<file path="config.mk">
export PLATFORM = sky130hd
export DESIGN_NAME = branch_resolve_unit
export DESIGN_NICKNAME = d
export VERILOG_FILES = /design/src/rtl/branch_pkg.sv /design/src/rtl/branch_inflight_fifo.sv /design/src/rtl/branch_resolve_unit.sv
export SDC_FILE = /design/constraint.sdc
export NUM_CORES = 1
export LEC_CHECK = 0
export ABC_CLOCK_PERIOD_IN_PS = 3200
export BUFFER_PORTS_ARGS = -buffer_cell sky130_fd_sc_hd__buf_2
export CORE_ASPECT_RATIO = 0.5
export CORE_MARGIN = 1
export CORE_UTILIZATION = 45
export CTS_CLUSTER_DIAMETER = 40
export DETAILED_ROUTE_END_ITERATION = 8
export PLACE_DENSITY = 0.66
export SLEW_MARGIN = 0
export SYNTH_ARGS = -nofsm -noshare
export SYNTH_HDL_FRONTEND = slang
export SYNTH_SLANG_ARGS = --single-unit
</file>
<file path="constraint.sdc">
create_clock -name clock -period 3.2 [get_ports clock]
set_input_delay 0.32 -clock clock [delete_from_list [all_inputs] [get_ports clock]]
set_output_delay 0.32 -clock clock [all_outputs]
set_load 0.01 [all_outputs]
</file>
<file path="src/rtl/branch_pkg.sv">
// branch_pkg: shared types and default sizes for the branch resolve unit.
package branch_pkg;
   localparam int DEPTH_DEF = 4;
   localparam int PC_W_DEF = 32;
   typedef enum logic {RUN, FLUSH} state_t;
   typedef struct packed {
      logic                pred_taken;
      logic [PC_W_DEF-1:0] fallthru;
   } entry_t;
endpackage

</file>
<file path="src/rtl/branch_inflight_fifo.sv">
// branch_inflight_fifo: circular buffer of in-flight branches with single-cycle flush.
module branch_inflight_fifo #(
   parameter int DEPTH = 4,
   parameter int W = 33
) (
   input  logic                     clock,
   input  logic                     rst,
   input  logic                     push,
   input  logic                     pop,
   input  logic                     flush,
   input  logic [W-1:0]             wdata,
   output logic [W-1:0]             rdata,
   output logic [$clog2(DEPTH):0]   count
);
   localparam int AW = $clog2(DEPTH);
   logic [W-1:0]  mem_q [DEPTH];
   logic [AW-1:0] wr_q, rd_q;
   logic [AW:0]   count_q;
   always_ff @(posedge clock)
      if (push) mem_q[wr_q] <= wdata;
   always_ff @(posedge clock) begin
      if (rst) begin
         wr_q    <= '0;
         rd_q    <= '0;
         count_q <= '0;
      end else if (flush) begin
         wr_q    <= rd_q;
         count_q <= '0;
      end else begin
         if (push) wr_q <= wr_q + AW'(1);
         if (pop) rd_q <= rd_q + AW'(1);
         count_q <= count_q + (AW+1)'(push) - (AW+1)'(pop);
      end
   end
   assign rdata = mem_q[rd_q];
   assign count = count_q;
endmodule

</file>
<file path="src/rtl/branch_resolve_unit.sv">
// branch_resolve_unit: resolves in-flight predicted branches, trains the predictor, redirects on mispredict.
// Optional saturating statistics counters under BRANCH_RESOLVE_STATS_EN.
module branch_resolve_unit
   import branch_pkg::*;
#(
   parameter int DEPTH = DEPTH_DEF,
   parameter int PC_W = PC_W_DEF
`ifdef BRANCH_RESOLVE_STATS_EN
   , parameter int CNT_W = 16
`endif
) (
   input  logic            clock,
   input  logic            rst,
   input  logic            pred_valid,
   input  logic            pred_taken,
   input  logic [PC_W-1:0] pred_fallthru,
   output logic            pred_ready,
   input  logic            res_valid,
   input  logic            res_taken,
   input  logic [PC_W-1:0] res_target,
   output logic            upd_valid,
   output logic            upd_taken,
   output logic            mispredict,
   output logic [PC_W-1:0] redirect_pc,
   output logic            empty,
   output logic            underflow_err
`ifdef BRANCH_RESOLVE_STATS_EN
   , output logic [CNT_W-1:0] stat_branches,
   output logic [CNT_W-1:0] stat_mispred
`endif
);
   localparam int AW = $clog2(DEPTH);
   typedef struct packed {
      logic            pred_taken;
      logic [PC_W-1:0] fallthru;
   } ent_t;
   ent_t            head;
   logic [AW:0]     count;
   state_t          state_q, state_d;
   logic            upd_valid_q, upd_taken_q, mispredict_q, underflow_q;
   logic [PC_W-1:0] redirect_q, redirect_d;
   logic            push, pop, mis;
   assign empty      = (count == '0);
   assign pred_ready = (state_q == RUN) && (count < (AW+1)'(DEPTH));
   assign push       = pred_valid && pred_ready;
   assign pop        = res_valid && !empty;
   assign mis        = pop && (res_taken != head.pred_taken);
   branch_inflight_fifo #(.DEPTH(DEPTH), .W(PC_W+1)) u_fifo (
      .clock (clock),
      .rst   (rst),
      .push  (push),
      .pop   (pop),
      .flush (mis),
      .wdata ({pred_taken, pred_fallthru}),
      .rdata (head),
      .count (count)
   );
   always_comb begin
      state_d    = mis ? FLUSH : RUN;
      redirect_d = pop ? (res_taken ? res_target : head.fallthru) : redirect_q;
   end
   always_ff @(posedge clock) begin
      if (rst) begin
         state_q      <= RUN;
         upd_valid_q  <= 1'b0;
         upd_taken_q  <= 1'b0;
         mispredict_q <= 1'b0;
         redirect_q   <= '0;
         underflow_q  <= 1'b0;
      end else begin
         state_q      <= state_d;
         upd_valid_q  <= pop;
         upd_taken_q  <= pop && res_taken;
         mispredict_q <= mis;
         redirect_q   <= redirect_d;
         underflow_q  <= underflow_q || (res_valid && empty);
      end
   end
   assign upd_valid     = upd_valid_q;
   assign upd_taken     = upd_taken_q;
   assign mispredict    = mispredict_q;
   assign redirect_pc   = redirect_q;
   assign underflow_err = underflow_q;
`ifdef BRANCH_RESOLVE_STATS_EN
   logic [CNT_W-1:0] br_q, mp_q;
   always_ff @(posedge clock) begin
      if (rst) begin
         br_q <= '0;
         mp_q <= '0;
      end else begin
         if (pop && !(&br_q)) br_q <= br_q + CNT_W'(1);
         if (mis && !(&mp_q)) mp_q <= mp_q + CNT_W'(1);
      end
   end
   assign stat_branches = br_q;
   assign stat_mispred  = mp_q;
`endif
endmodule

</file>
==> results.yml <==
setup_path:
  crit_type: "reg2reg"
  cpLargestDelayFamily: "simple AND/OR/NAND/NOR gates"
  crit_path_max_fanout: 7
  worstSetupStartpointType: "flip-flop"
  slowest_stage: "nor3_1"
  critPathCaptureType: "flip-flop"
  critPathMaxStageDelay_ps: 440
  cp_num_buf_inv: 3
  critPathRequiredTime_ps: 3480
  path_cells: "nor3_1, nand2b_1, inv_2, ha_1, inv_1, ha_1, inv_1, fa_1, xor2_1, xnor2_1, nor3_1"
  reg2reg_slack_ps: 620
  critical_path_arrival_ps: 2860
final_layout:
  final-seq-area_um2: 4870
  fin_nets: 573
  nFillCells: 1146
  multi_input_area_um2: 1740
  syn_to_final_growth_pct: 22.0
  diodes: 0
  finalInstanceArea_um2: 8220
  post-route-util: 0.565
  drive_gt1_frac: 0.379
floorplanning:
  die_y_um: 88.5
  io_pins: 108
  die_width_um: 175
  core_um2: 14500
  die-area_um2: 15500
  std_cell_rows: 31
  start_util: 0.463
synthesis:
  synth-seq-area-share: 0.722
  syn_area_per_cell_um2: 17.7
  netlist_area_um2: 6740
  syn-num-nets: 457
  yosysWarnings: 0
  synth_seq_cells: 177
  syn_inst: 380
  ys_types: 29
sta:
  max_freq_mhz: 388
  rsz0062_at_grt: "no"
  fin_crit_sh: 0.805
  hold_slack_ps: 120
  fin_tns_setup_ps: 0
  worst_pin_slew_ps: 684
  setup_viol: 0
  setup_slack_ps: 623
  slew_violations: 0
  skew_ps: 7.35
  slew_headroom: 0.544
  min_period_ps: 2580
  final-hold-violation-count: 0
pwr:
  ir_drop_mv: 0.494
  p_leak_nw: 3.03
  power.density_nw_per_um2: 837
drt:
  route.vias.total: 3635
  drc: 0
  detail_route.wl_per_cell_um: 18.1
  detail_route.first_pass.iterations: 4
  drtIter0Drc: 192
  ant_nets: 0
  avgViaCountPerCell: 5.14
  drt_wl_total_um: 12800
clocking:
  cts_buffers: 17
  h-tree-depth: 4
  insertion_delay_ps: 410
  cts.sinks: 177
  post_cts_buffers: 0
  hold_buffers: 0
  clock_path_buffers: 2
  cts_tree: "done"
  cts-root-buf: "clkbuf_16"
  clk_pin_slew_ps: 70
  cts-resized-gates: 0
grt:
  grt.total_usage: 0.174
  grt_pass1_vias: 3618
  grt_pass1_wl_um: 19600
  antenna_found_initial: 0
  grt_max_degree: 68
  gr-total-overflow: 0
placed_design:
  gp_congestion: 0.708
  postPlaceCellArea_um2: 7540
  dpl.hpwl_um: 8240
  io_buffers: 107
  placement.setup.worst_slack_ps: 660
flow_run:
  cap_viol_max_count: 0
hold_path:
  min_path_type: "in2reg"
run_status:
  status: "finished clean"
[logic make-up (layout without fill, tap and decap cells)]
group                    count (synthesis)  after routing  share of synthesized area
multiplexers                            65             65                      0.158
XOR/XNOR                                 5              5                    0.00650
adder cells (fa/ha/maj)                  7              7                     0.0141
AO/OA/AOI/OAI                           42             42                     0.0448
buffers and inverters                   32            161                     0.0202
flip-flops                             177            177                      0.722
AND/OR/NAND/NOR                         52             52                     0.0342
[report_power, final]
group	switching, mW	internal, mW
registers	0.165	2.94
logic	0.781	0.642
clock network	0.873	1.48
[path summary, 6_finish.rpt]
| check | start | endpoint | cells after the start |
|---|---|---|---|
| worst min register to register | underflow_err | underflow_err | 2 |
| worst max register to register | u_fifo.count[1] | u_fifo.count[2] | 11 |
| worst max-delay path | u_fifo.count[1] | u_fifo.count[2] | 11 |
| worst min-delay path | pred_fallthru[21] | u_fifo.mem_q[3][21] | 1 |
[cell usage in the layout, fill, tap and decap left out, drive strengths merged]
| master | instances |
|---|---|
| nor3 | 4 |
| bufinv | 6 |
| mux2i | 32 |
| nand3b | 1 |
| buf | 121 |
| nand3 | 1 |
| nor3b | 2 |
| or3 | 1 |
| nand2 | 1 |
| o21ai | 2 |
| and2 | 4 |
| nand2b | 1 |
| a211oi | 33 |
| o311a | 1 |
| fa | 1 |
| edfxtp | 132 |
| a21oi | 5 |
| dfxtp | 45 |
| clkinvlp | 1 |
| nor2 | 36 |
| o221ai | 1 |
| mux4 | 33 |
| clkinv | 5 |
| and3 | 1 |
| clkbuf | 17 |
| xnor2 | 3 |
| xor2 | 2 |
| inv | 11 |
| ha | 6 |
[metal layers]
| metal | GRT usage | vias to the layer above | share of wire |
|---|---|---|---|
| met5 | 0 | - | 0 |
| met4 | 0.0593 | 0 | 0.0076 |
| met3 | 0.0404 | 9 | 0.033 |
| met2 | 0.287 | 74 | 0.49 |
| met1 | 0.232 | 1822 | 0.47 |
| li1 | - | 1730 | - |
[Yosys cell counts]
cell type  number  area share
a21oi_1         5      0.0037
nand2_1         1     0.00056
inv_2           1     0.00056
and2_1          4      0.0037
clkbuf_1       14      0.0078
edfxtp_1      132        0.59
buf_6           1      0.0017
or3_1           1     0.00093
mux2i_1        32       0.048
and3_1          1     0.00093
mux4_2         33        0.11
o221ai_1        1      0.0013
nor3_1          4      0.0030
a211oi_1       33       0.037
nand2b_1        1     0.00093
buf_1           2      0.0011
o21ai_0         2      0.0015
nor3b_1         2      0.0022
inv_1           7      0.0039
ha_1            6       0.011
nor2_1         36       0.020
xnor2_1         3      0.0039
xor2_1          2      0.0026
nand3b_1        1      0.0011
dfxtp_1        45        0.13
nand3_1         1     0.00074
o311a_1         1      0.0015
fa_1            1      0.0030
buf_2           7      0.0052
[per-stage QoR]
step / total power, mW / cells
2_1_floorplan: 4.09 / 380
5_1_grt: 7.21 / 707
3_3_place_gp: 4.57 / 675
6_report: 6.88 / 707
4_1_cts: 6.95 / 707
3_5_place_dp: 4.60 / 675
[registers in the layout, summed over array words and instances (netlist names), named ones only]
signal         count
upd_valid          1
underflow_err      1
u_fifo.wr_q        2
upd_taken          1
u_fifo.rd_q        2
redirect_pc       32
u_fifo.count       3
state_q            1
u_fifo.mem_q     132
[final cells by class]
class	count	share of cell area
clock inverters	15	0.0309
multi-input cells	171	0.212
flip-flops and latches	177	0.592
well taps	198	0.0302
clock buffers	17	0.0518
inverters	8	0.00365
repair buffers	121	0.0795
(Power assumes the default switching activity.)
